===== src/rtl/spiker_seq_ctrl_pkg.sv =====
// Shared types and helpers for the spiker core sequencer.
package spiker_seq_ctrl_pkg;

    localparam int TIMEOUT_CYCLES_DEF = 4096;

    typedef enum logic [2:0] {
        S_IDLE,
        S_LOAD,
        S_STEP,
        S_WAIT,
        S_CAPTURE,
        S_DONE
    } seq_state_e;

    function automatic int n_words(input int n_spikes, input int width);
        return (n_spikes + width - 1) / width;
    endfunction

endpackage


===== src/rtl/spiker_timeout_cnt.sv =====
// Per-timestep watchdog: counts WAIT cycles without an ack.
module spiker_timeout_cnt #(
    parameter int TIMEOUT_CYCLES = 4096,
    localparam int CW = $clog2(TIMEOUT_CYCLES + 1)
) (
    input  logic clk_i,
    input  logic rst_i,
    input  logic clr_i,
    input  logic en_i,
    output logic expired_o
);

    localparam logic [CW-1:0] LAST = CW'(TIMEOUT_CYCLES - 1);

    logic [CW-1:0] cnt_q, cnt_d;

    // High during the TIMEOUT_CYCLES-th counted cycle itself.
    assign expired_o = (cnt_q == LAST);

    always_comb begin
        cnt_d = cnt_q;
        if (clr_i) begin
            cnt_d = '0;
        end else if (en_i && !expired_o) begin
            cnt_d = cnt_q + 1'b1;
        end
    end

    always_ff @(posedge clk_i) begin
        if (rst_i) begin
            cnt_q <= '0;
        end else begin
            cnt_q <= cnt_d;
        end
    end

endmodule


===== src/rtl/spiker_seq_ctrl.sv =====
// Run sequencer: load spike words, pulse timesteps, capture results.
module spiker_seq_ctrl
    import spiker_seq_ctrl_pkg::*;
#(
    parameter int WIDTH          = 32,
    parameter int N_SPIKES       = 784,
    parameter int STEP_W         = 16,
    parameter int TIMEOUT_CYCLES = TIMEOUT_CYCLES_DEF,
    localparam int N_WORDS = n_words(N_SPIKES, WIDTH),
    localparam int IDX_W   = (N_WORDS > 1) ? $clog2(N_WORDS) : 1
) (
    input  logic              clk_i,
    input  logic              rst_i,
    input  logic              start_i,
    input  logic              abort_i,
    input  logic [STEP_W-1:0] n_steps_i,
    output logic [IDX_W-1:0]  src_addr_o,
    input  logic [WIDTH-1:0]  src_data_i,
    output logic              core_wr_o,
    output logic [IDX_W-1:0]  core_addr_o,
    output logic [WIDTH-1:0]  core_data_o,
    output logic              core_step_o,
    input  logic              core_ack_i,
    output logic [IDX_W-1:0]  core_res_addr_o,
    input  logic [WIDTH-1:0]  core_res_data_i,
    output logic              res_wr_o,
    output logic [IDX_W-1:0]  res_addr_o,
    output logic [WIDTH-1:0]  res_data_o,
    output logic              busy_o,
    output logic              done_o,
    output logic              err_timeout_o,
    output logic              irq_o,
    output logic [STEP_W-1:0] step_cnt_o
);

    localparam logic [IDX_W-1:0] LAST_IDX = IDX_W'(N_WORDS - 1);

    seq_state_e        state_q, state_d;
    logic [IDX_W-1:0]  idx_q, idx_d;
    logic [STEP_W-1:0] nsteps_q, nsteps_d;
    logic [STEP_W-1:0] stepcnt_q, stepcnt_d;
    logic              done_q, done_d;
    logic              err_q, err_d;
    logic              tmo_clr, tmo_en, tmo_exp;
    logic [STEP_W-1:0] step_inc;

    assign step_inc = stepcnt_q + 1'b1;

    spiker_timeout_cnt #(
        .TIMEOUT_CYCLES(TIMEOUT_CYCLES)
    ) u_tmo (
        .clk_i    (clk_i),
        .rst_i    (rst_i),
        .clr_i    (tmo_clr),
        .en_i     (tmo_en),
        .expired_o(tmo_exp)
    );

    always_comb begin
        state_d   = state_q;
        idx_d     = idx_q;
        nsteps_d  = nsteps_q;
        stepcnt_d = stepcnt_q;
        done_d    = done_q;
        err_d     = err_q;
        tmo_clr   = 1'b0;
        tmo_en    = 1'b0;
        unique case (state_q)
            S_IDLE: begin
                if (start_i && (n_steps_i != '0)) begin
                    nsteps_d  = n_steps_i;
                    stepcnt_d = '0;
                    done_d    = 1'b0;
                    err_d     = 1'b0;
                    idx_d     = '0;
                    state_d   = S_LOAD;
                end
            end
            S_LOAD: begin
                if (idx_q == LAST_IDX) begin
                    idx_d   = '0;
                    state_d = S_STEP;
                end else begin
                    idx_d = idx_q + 1'b1;
                end
            end
            S_STEP: begin
                tmo_clr = 1'b1;
                state_d = S_WAIT;
            end
            S_WAIT: begin
                tmo_en = 1'b1;
                // An ack on the final allowed cycle still counts.
                if (core_ack_i) begin
                    stepcnt_d = step_inc;
                    if (step_inc == nsteps_q) begin
                        idx_d   = '0;
                        state_d = S_CAPTURE;
                    end else begin
                        state_d = S_STEP;
                    end
                end else if (tmo_exp) begin
                    err_d   = 1'b1;
                    state_d = S_DONE;
                end
            end
            S_CAPTURE: begin
                if (idx_q == LAST_IDX) begin
                    idx_d   = '0;
                    state_d = S_DONE;
                end else begin
                    idx_d = idx_q + 1'b1;
                end
            end
            S_DONE: begin
                done_d  = 1'b1;
                state_d = S_IDLE;
            end
            default: state_d = S_IDLE;
        endcase
        if (abort_i && (state_q != S_IDLE)) begin
            state_d = S_IDLE;
            idx_d   = '0;
            done_d  = done_q;
        end
    end

    always_ff @(posedge clk_i) begin
        if (rst_i) begin
            state_q   <= S_IDLE;
            idx_q     <= '0;
            nsteps_q  <= '0;
            stepcnt_q <= '0;
            done_q    <= 1'b0;
            err_q     <= 1'b0;
        end else begin
            state_q   <= state_d;
            idx_q     <= idx_d;
            nsteps_q  <= nsteps_d;
            stepcnt_q <= stepcnt_d;
            done_q    <= done_d;
            err_q     <= err_d;
        end
    end

    // Index and data buses are forced to zero outside their strobe.
    assign core_wr_o       = (state_q == S_LOAD);
    assign core_addr_o     = core_wr_o ? idx_q : '0;
    assign src_addr_o      = core_addr_o;
    assign core_data_o     = core_wr_o ? src_data_i : '0;
    assign core_step_o     = (state_q == S_STEP);
    assign res_wr_o        = (state_q == S_CAPTURE);
    assign res_addr_o      = res_wr_o ? idx_q : '0;
    assign core_res_addr_o = res_addr_o;
    assign res_data_o      = res_wr_o ? core_res_data_i : '0;
    assign irq_o           = (state_q == S_DONE);
    assign busy_o          = (state_q != S_IDLE);
    assign done_o          = done_q;
    assign err_timeout_o   = err_q;
    assign step_cnt_o      = stepcnt_q;

endmodule


===== config.mk =====
export PLATFORM = sky130hd
export DESIGN_NAME = spiker_seq_ctrl
export DESIGN_NICKNAME = d
export VERILOG_FILES = /design/src/rtl/spiker_seq_ctrl_pkg.sv /design/src/rtl/spiker_timeout_cnt.sv /design/src/rtl/spiker_seq_ctrl.sv
export SDC_FILE = /design/constraint.sdc
export NUM_CORES = 1
export LEC_CHECK = 0
export BUFFER_PORTS_ARGS = -buffer_cell sky130_fd_sc_hd__buf_2
export CAP_MARGIN = 20
export CORE_MARGIN = 2
export CORE_UTILIZATION = 50
export CTS_CLUSTER_SIZE = 16
export DETAILED_ROUTE_END_ITERATION = 10
export HOLD_SLACK_MARGIN = 0.03
export PLACE_DENSITY = 0.95
export SLEW_MARGIN = 20
export SYNTH_ARGS = -nofsm -noshare
export SYNTH_HDL_FRONTEND = slang
export SYNTH_HIERARCHICAL = 1
export SYNTH_SLANG_ARGS = --single-unit

===== constraint.sdc =====
create_clock -name clk_i -period 6.49 [get_ports clk_i]
set_clock_uncertainty 0.05 [all_clocks]
set_input_delay 0.3245 -clock clk_i [delete_from_list [all_inputs] [get_ports clk_i]]
set_output_delay 0.3245 -clock clk_i [all_outputs]
set_load 0.02 [all_outputs]

=== After elaboration in Yosys (flattened, before gate mapping) ===
Cells that the tools add are included.

* Reductions and logical operators: 19
* Equal/unequal tests: 16
* Muxes and demuxes: 26
* Bitwise operators: 1
* Add/sub/neg operators: 3

{| class="wikitable"
|+ Operators with widths
! kind !! number
|-
| $mux 32 || 2
|-
| $mux 16 || 2
|-
| $pmux 16 s2 || 1
|-
| $mux 5 || 6
|-
| $mux 3 || 6
|-
| $add 16x1->16 const B || 1
|-
| $eq 16x16->1 || 1
|-
| $reduce_bool 16->1 || 1
|-
| $pmux 3 s5 || 1
|-
| $pmux 5 s3 || 1
|-
| $add 13x1->13 const B || 1
|-
| $eq 13x12->1 const B || 1
|-
| $reduce_and 4->1 || 3
|-
| $ne 2x2->1 const B || 4
|-
| $eq 3x2->1 const B || 2
|-
| $eq 3x3->1 const B || 2
|-
| $ne 2x1->1 const B || 3
|-
| $reduce_and 3->1 || 2
|-
| $reduce_bool 3->1 || 2
|-
| $reduce_or 2->1 || 3
|-
| $add 5x1->5 const B || 1
|-
| $eq 5x5->1 const B || 1
|-
| $mux 1 || 5
|-
| $pmux 1 s2 || 2
|-
| 8 further kinds || 11
|}

* Output and inout port bits: 107
* Logic and storage cells: 72
* Flip-flop bits (word level): 55
* Input port bits: 85

=== Longest topological paths before layout ===
Gate-level depths: netlist of the first run.

* Word-level depth: 5
* Gate-level depth with buffers: 10
* Depth with buffers taken out: 9

=== By module ===
Netlist of the first run, hierarchy kept.

{| class="wikitable"
|+ Modules (own cells, without submodules)
! module !! seq. area each (sq um) !! cells an instance !! times used !! area each (sq um)
|-
| spiker_seq_ctrl || 840.8 || 426 || 1 || 3180.6
|-
| spiker_timeout_cnt || 260.2 || 79 || 1 || 698.2
|}

=== Worst setup path after synthesis of the first run ===
OpenSTA, ideal clock, no wires.

* Path kind: register to register
* From: register state_q[1]
* To: register u_tmo.cnt_q[11]
* Data arrival time: 2.518 ns
* Path buffers: 3
* Clock period less this slack: 2.638 ns
* Stages on the path, launching flop included: 10
* Setup time: 0.070 ns
* Required time: 6.370 ns
* Path slack: 3.852 ns
* Path through: dfxtp_1 clkbuf_1 inv_1 nor3b_1 clkbuf_1 clkbuf_1 nand4_4 nor3_2 or4b_1 a21oi_1

* Longest elaborated chain between the ends: 3
* Elaborated cells on any way between the ends: 6
* Those cells by class: 2 x eq/ne; 2 x mux; 2 x reduce/logical

{| class="wikitable"
|+ Ends and longest elaborated chain
! item !! RTL line !! text
|-
| start, declared || spiker_seq_ctrl.sv:38 || <nowiki>seq_state_e state_q, state_d;</nowiki>
|-
| start signal, assigned || spiker_seq_ctrl.sv:137 || <nowiki>state_q <= state_d;</nowiki>
|-
| $eq 3x2->1 || spiker_seq_ctrl.sv:68 || <nowiki>unique case (state_q)</nowiki>
|-
| $mux 1 || spiker_seq_ctrl.sv:68 ||
|-
| $reduce_or 2->1 (no source line) / $logic_and 1x1->1 (equally long branches) || n/a ||
|-
| end signal, assigned || spiker_timeout_cnt.sv:33 || <nowiki>cnt_q <= cnt_d;</nowiki>
|-
| end, declared || spiker_timeout_cnt.sv:15 || <nowiki>logic [CW-1:0] cnt_q, cnt_d;</nowiki>
|}

Parallel ways exist; a longest one is shown, timed or not.
A chain may end at the register's enable or synchronous reset.

=== Worst setup path in the final report of the first run ===
* From: register stepcnt_q[0] (netlist: step_cnt_o[0])
* To: register idx_q[2]

* Longest elaborated chain between the ends: 4

{| class="wikitable"
|+ Ends and longest elaborated chain
! item !! RTL line !! text
|-
| start, declared || spiker_seq_ctrl.sv:41 || <nowiki>logic [STEP_W-1:0] stepcnt_q, stepcnt_d;</nowiki>
|-
| start signal, assigned || spiker_seq_ctrl.sv:140 || <nowiki>stepcnt_q <= stepcnt_d;</nowiki>
|-
| $add 16x1->16 || spiker_seq_ctrl.sv:47 || <nowiki>assign step_inc = stepcnt_q + 1'b1;</nowiki>
|-
| $eq 16x16->1 || spiker_seq_ctrl.sv:96 || <nowiki>if (step_inc == nsteps_q) begin</nowiki>
|-
| $ne 2x2->1 (no source line) || n/a ||
|-
| $reduce_and 4->1 (no source line) || n/a ||
|-
| end signal, assigned || spiker_seq_ctrl.sv:138 || <nowiki>idx_q <= idx_d;</nowiki>
|-
| end, declared || spiker_seq_ctrl.sv:39 || <nowiki>logic [IDX_W-1:0] idx_q, idx_d;</nowiki>
|}

Every way passes these cells.

==> results of run 1 <==
==> cell usage in the layout (no fill, tap or decap), drive strengths merged, types with 13 or more instances in the layout <==
| cell | netlist | routed |
|---|---|---|
| a21oi | 21 | 21 |
| a22oi | 13 | 13 |
| mux2i | 16 | 16 |
| nand3 | 15 | 15 |
| buf | 25 | 195 |
| nand2 | 30 | 30 |
| dfxtp | 55 | 55 |
| xnor2 | 13 | 13 |
| and2 | 78 | 78 |
| inv | 12 | 13 |
| nor2 | 51 | 51 |
| o21ai | 32 | 32 |
==> worst paths after layout <==
| check | to | start |
|---|---|---|
| worst max-delay path | idx_q[2]$_SDFFE_PP0P_ | step_cnt_o[0]$_SDFFE_PP0P_ |
| worst min-delay path | nsteps_q[3]$_SDFFE_PP0P_ | n_steps_i[3] |
| worst min register to register | u_tmo/cnt_q[12]$_SDFFE_PP0P_ | u_tmo/cnt_q[12]$_SDFFE_PP0P_ |
| worst max register to register | idx_q[2]$_SDFFE_PP0P_ | step_cnt_o[0]$_SDFFE_PP0P_ |
==> registers in the layout, summed over array words and instances, names as in the netlist <==
signal	flops
u_tmo/cnt_q	13
idx_q	5
state_q	3
err_timeout_o	1
nsteps_q	16
done_o	1
step_cnt_o	16
==> per-layer routing <==
layer / up-vias / global-route usage [%] / routed length [µm]
met4: 0 / 8.71 / 294
met3: 30 / 5.42 / 847
met5: - / 0 / 0
met1: 2011 / 34.7 / 4940
li1: 2059 / - / -
met2: 204 / 44.0 / 5720
==> final cells by class <==
| type | instances | share of cell area, % |
|---|---|---|
| Multi-Input combinational cell | 390 | 51.4 |
| Sequential cell | 55 | 22.8 |
| Timing Repair Buffer | 195 | 20.4 |
| Tap cell | 102 | 2.64 |
| Clock buffer | 5 | 1.42 |
| Inverter | 12 | 0.931 |
| Clock inverter | 3 | 0.465 |
==> power breakdown <==
part           switching, mW  internal, mW
clock                  0.122        0.0777
combinational          0.108        0.0741
sequential            0.0157         0.349
==> through the flow <==
step,cell area (µm²),util (%)
6_report,4840,63.6
5_1_grt,4840,63.6
4_1_cts,4840,63.6
3_5_place_dp,4750,62.4
3_3_place_gp,4750,62.4
2_1_floorplan,3880,-
==> tightest hold or removal path: stages <==
cell     delay (ps)
buf_2            90
mux2i_1          60
nor2_1           70
==> cells by family after synthesis <==
logic type / Yosys count / share of synthesized area (%)
compound gates: 98 / 15.8
simple gates: 250 / 37.5
flops: 55 / 28.4
fa+ha+maj: 4 / 1.29
buf+inv: 60 / 7.84
mux: 18 / 4.71
xor+xnor: 20 / 4.52
==> flow_metrics.tcl, run 1 <==
set metrics [dict create \
    setup_viol 0 \
    stdcell_count 762 \
    drcViolationCount 0 \
    irDropWorstVdd_mv 0.0815 \
    syn-num-nets 594 \
    clk_pin_slew_worst_paths_ps 110 \
    core_area_mm2 0.00761 \
    slowest_stage "or4_4" \
    post_cts_buffers 0 \
    path_max_fanout 10 \
    worst-path-stages 9 \
    synth.yosys.warnings 6 \
    worst_hold_path_type "input pin to flop" \
    finalSetupTns_ps 0 \
    synth_seq_cells 55 \
    cp-start-kind "flop" \
    ant_nets 0 \
    fillCellCount 680 \
    grt_max_degree 39 \
    drt_iter0_markers 284 \
    tightest_slew_ps 689 \
    diodes 0 \
    ys_seq_area_share_pct 28.4 \
    netlist.area_leader.share_pct 28.4 \
    grt_pass1_vias 4016 \
    cp.arrival_ps 3100 \
    yosysMostFrequentCell "and2_1" \
    routed_wl_um 11800 \
    setup_ws_ps 3540 \
    finalMaxSlewViolations 0 \
    synth_edf_count 0 \
    start_util_pct 51.0 \
    syn_area_per_cell_um2 7.68 \
    h-tree-depth 2 \
    vias_per_cell 5.65 \
    worst-path-buf-inv 0 \
    die_y_um 92.1 \
    ff2ff_setup_slack_ps 3540 \
    final.period_utilization_pct 45.5 \
    grt_setup_unrepaired "no" \
    nNetsFinal 748 \
    p_total_mw 0.746 \
    ys.flop_type "dfxtp_1" \
    status "finished clean" \
    synth.area.top_cells "dfxtp_1 28%, and2_1 13%, nor2_1 4.8%" \
    area_growth_pct 24.8 \
    cellPowerDensity_mw_per_mm2 154 \
    grt_pass1_wl_um 18600 \
    place_hpwl_um 9010 \
    syn_area_mm2 0.00388 \
    synth_common_cells "78 x and2_1, 55 x dfxtp_1, 50 x nor2_1" \
    finalCriticalPeriod_ps 2950 \
    timing.hold.ws_ps 201 \
    hold_buffers 0 \
    yosys.area.top_type "dfxtp_1" \
    p_leak_nw 2.34 \
    crit_family "simple AND/OR/NAND/NOR gates" \
    clockBufferDepth 2 \
    io_pins 192 \
    end_kind "flop" \
    dr.pass1.iters 5 \
    multi_input_area_mm2 0.00249 \
    ctsRootBufferMaster "clkbuf_8" \
    numPortBuffers 191 \
    dieArea_mm2 0.00848 \
    synthCells 505 \
    worstSetupPathType "flop to flop" \
    antenna_found_initial 0 \
    grt_overflow 0 \
    clk_latency_ps 320 \
    max_slew_margin_pct 54.1 \
    seqCellArea_mm2 0.00110 \
    drive_gt1_share_pct 33.8 \
    numCtsBuffers 5 \
    cts_tree "yes" \
    dieWidth_um 92.1 \
    post-place-cells 754 \
    wl_per_cell_um 15.5 \
    place_ws_ps 3620 \
    maxCapViolations 0 \
    max_stage_delay_ps 570 \
    path_cells "ha_1, nand3_4, or4_4, xnor2_1, o2111ai_1, nor4_1, a31oi_1, nor2_2, a211oi_1" \
    synth_cell_types 63 \
    vias 4304 \
    hold_viol_final 0 \
    rows 32 \
    min_path_cells 3 \
    post_cts_resized 0 \
    cp.required_ps 6640 \
    synthArstFlopShare_pct 0 \
    grt_usage_pct 26.6 \
    max_freq_mhz 339 \
    clock-sinks 55 \
    routabilityCongestion 0.891 \
    worst_r2r_path_depth 9 \
]
Note: power is estimated with default switching activity, not from simulation.
==> run 2, diff against run 1 <==
--- a/config.mk
+++ b/config.mk
@@ -5,14 +5,15 @@
 export SDC_FILE = /design/constraint.sdc
 export NUM_CORES = 1
 export LEC_CHECK = 0
+export ABC_AREA = 1
 export BUFFER_PORTS_ARGS = -buffer_cell sky130_fd_sc_hd__buf_2
 export CAP_MARGIN = 20
 export CORE_MARGIN = 2
-export CORE_UTILIZATION = 50
+export CORE_UTILIZATION = 43
 export CTS_CLUSTER_SIZE = 16
 export DETAILED_ROUTE_END_ITERATION = 10
 export HOLD_SLACK_MARGIN = 0.03
-export PLACE_DENSITY = 0.95
+export PLACE_DENSITY = 0.88
 export SLEW_MARGIN = 20
 export SYNTH_ARGS = -nofsm -noshare
 export SYNTH_HDL_FRONTEND = slang
==> constraint.sdc (replaced) <==
create_clock -name clk_i -period 2.7 [get_ports clk_i]
set_clock_uncertainty 0.05 [all_clocks]
set_input_delay 0.135 -clock clk_i [delete_from_list [all_inputs] [get_ports clk_i]]
set_output_delay 0.135 -clock clk_i [all_outputs]
set_load 0.02 [all_outputs]
==> flow_metrics.tcl, run 2 <==
set metrics [dict create \
    numCtsBuffers 5 \
    h-tree-depth 2 \
    worst_r2r_path_depth 14 \
    finalMaxSlewViolations 0 \
    worst-path-stages 14 \
    setup_viol 0 \
    vias_per_cell 4.94 \
    grt.busiest_layer "met2" \
    cp.required_ps 2860 \
    end_kind "flop" \
    final_cell_mix "191 x buf_2, 128 x nor2_1, 125 x inv_1" \
    nNetsFinal 940 \
    antenna_found_initial 0 \
    synth_seq_cells 55 \
    routed_wl_um 11800 \
    core_area_mm2 0.00911 \
    place_hpwl_um 9340 \
    drt_iter0_markers 292 \
    p_leak_nw 2.82 \
    final.period_utilization_pct 82.4 \
    grt_use_met3_pct 3.48 \
    ctsRootBufferMaster "clkbuf_8" \
    timing.hold.ws_ps 39.9 \
    grt_max_degree 39 \
    max_freq_mhz 450 \
    grtUsageMet1_pct 30.7 \
    maxCapViolations 0 \
    grt_pass1_wl_um 19200 \
    dieArea_mm2 0.0100 \
    syn-num-nets 769 \
    synth.area.top_cells "dfxtp_1 28%, nor2_1 12%, inv_1 12%" \
    drcViolationCount 0 \
    fillCellCount 923 \
    numPortBuffers 191 \
    post_cts_buffers 0 \
    synth_cell_types 33 \
    grt_overflow 0 \
    grt_usage_pct 23.5 \
    clockBufferDepth 2 \
    worstSetupPathType "flop to flop" \
    yosys.area.top_type "dfxtp_1" \
    wl_per_cell_um 12.3 \
    cp.arrival_ps 2380 \
    worst_hold_path_type "input pin to flop" \
    hold_viol_final 0 \
    start_util_pct 43.5 \
    finalSetupTns_ps 0 \
    cellPowerDensity_mw_per_mm2 804 \
    clock-sinks 55 \
    synth_edf_count 0 \
    syn_area_per_cell_um2 5.83 \
    status "finished clean" \
    clk_pin_slew_worst_paths_ps 100 \
    yosysMostFrequentCell "nor2_1" \
    dieWidth_um 100 \
    tightest_slew_ps 810 \
    io_pins 192 \
    worst-path-buf-inv 0 \
    gr-usage-met2_pct 39.4 \
    netlist.area_leader.share_pct 27.8 \
    cts_tree "yes" \
    synth.yosys.warnings 6 \
    rows 35 \
    ant_nets 0 \
    grt_pass1_vias 4196 \
    diodes 0 \
    vias 4750 \
    slowest_stage "dfxtp_1" \
    syn_area_mm2 0.00397 \
    synthCells 680 \
    post_cts_resized 0 \
    irDropWorstVdd_mv 0.331 \
    cp-start-kind "flop" \
    max_slew_margin_pct 45.8 \
    ys.flop_type "dfxtp_1" \
    die_y_um 100 \
    clk_latency_ps 310 \
    grt_setup_unrepaired "no" \
    crit_path_frequent_cell "nand2_1" \
    dr.pass1.iters 5 \
    path_cells "ha_1, nand2_1, nor2_4, nand4_1, nand2_1, nand2_1, nand2_1, nand2_1, nor2_1, nand3_2, nand2_4, nand3_1, nand2_1, nor2_1" \
    routabilityCongestion 0.918 \
    area_growth_pct 26.8 \
    crit_family "simple AND/OR/NAND/NOR gates" \
    finalCriticalPeriod_ps 2220 \
    drive_gt1_share_pct 27.5 \
    min_path_cells 3 \
    final_common_cell "buf_2" \
    synth_common_cells "128 x nor2_1, 125 x inv_1, 121 x nand2_1" \
    path_max_fanout 10 \
    synthArstFlopShare_pct 0 \
    ys_seq_area_share_pct 27.8 \
    hold_buffers 0 \
    max_stage_delay_ps 470 \
]
-- run 2: cell count changes after synthesis, moves of 13 or more --
cell,previous run,this run
a21oi_1,21,54
a22oi_1,13,0
and2_1,78,0
inv_1,12,125
mux2i_1,16,0
nand2_1,30,121
nand3_1,13,66
nor2_1,50,128
-- run 2: cell families after synthesis --
family	share of synthesized area [%]
XOR/XNOR	1.89
adder cells (fa/ha/maj)	1.26
AND/OR/NAND/NOR	39.7
flip-flops	27.8
buffers and inverters	17.1
AO/OA/AOI/OAI	12.4
-- run 2: worst register-to-register path, delay by kind of cell, from the launching register on --
kind,cells,cell delay (ps)
simple gates,13,1380
flops,1,470
fa+ha+maj,1,230
-- run 2: metrics by stage --
| stage | instances | area [µm²] | power, mW | worst slack, ps | util, % |
|---|---|---|---|---|---|
| floorplan | 680 | 3970 | 2.82 | 609 | - |
| global placement | 955 | 4920 | 3.45 | 594 | 54.0 |
| detailed placement | 955 | 4920 | 3.49 | 515 | 54.0 |
| CTS | 962 | 5030 | 4.04 | 469 | 55.2 |
| global route | 962 | 5030 | 4.38 | 209 | 55.2 |
| finish | 962 | 5030 | 4.04 | 476 | 55.2 |
-- run 2: power by group --
group	switching, mW	internal, mW	total [mW]
clock network	0.279	0.272	0.551
logic	1.53	0.745	2.28
registers	0.216	0.998	1.21
total	2.03	2.02	4.04
-- run 2: metal layers --
layer / up-vias / wire (µm)
li1: 2441 / -
met1: 2104 / 5060
met2: 179 / 5650
met3: 26 / 749
met4: 0 / 338
met5: - / 0
-- run 2: cell type report --
class	count	area, µm²	share of cell area, %
Multi-Input combinational cell	461	2190	43.5
Sequential cell	55	1100	21.9
Timing Repair Buffer	197	1000	19.9
Inverter	131	492	9.78
Tap cell	111	139	2.76
Clock buffer	5	68.8	1.37
Clock inverter	2	37.5	0.747
-- run 2: path summary, 6_finish.rpt --
kind                         startpoint                         end  slack, ps
max          step_cnt_o[0]$_SDFFE_PP0P_       idx_q[3]$_SDFFE_PP0P_        480
min                        n_steps_i[1]    nsteps_q[1]$_SDFFE_PP0P_         40
max reg2reg  step_cnt_o[0]$_SDFFE_PP0P_       idx_q[3]$_SDFFE_PP0P_        480
min reg2reg  err_timeout_o$_SDFFE_PP0P_  err_timeout_o$_SDFFE_PP0P_        420
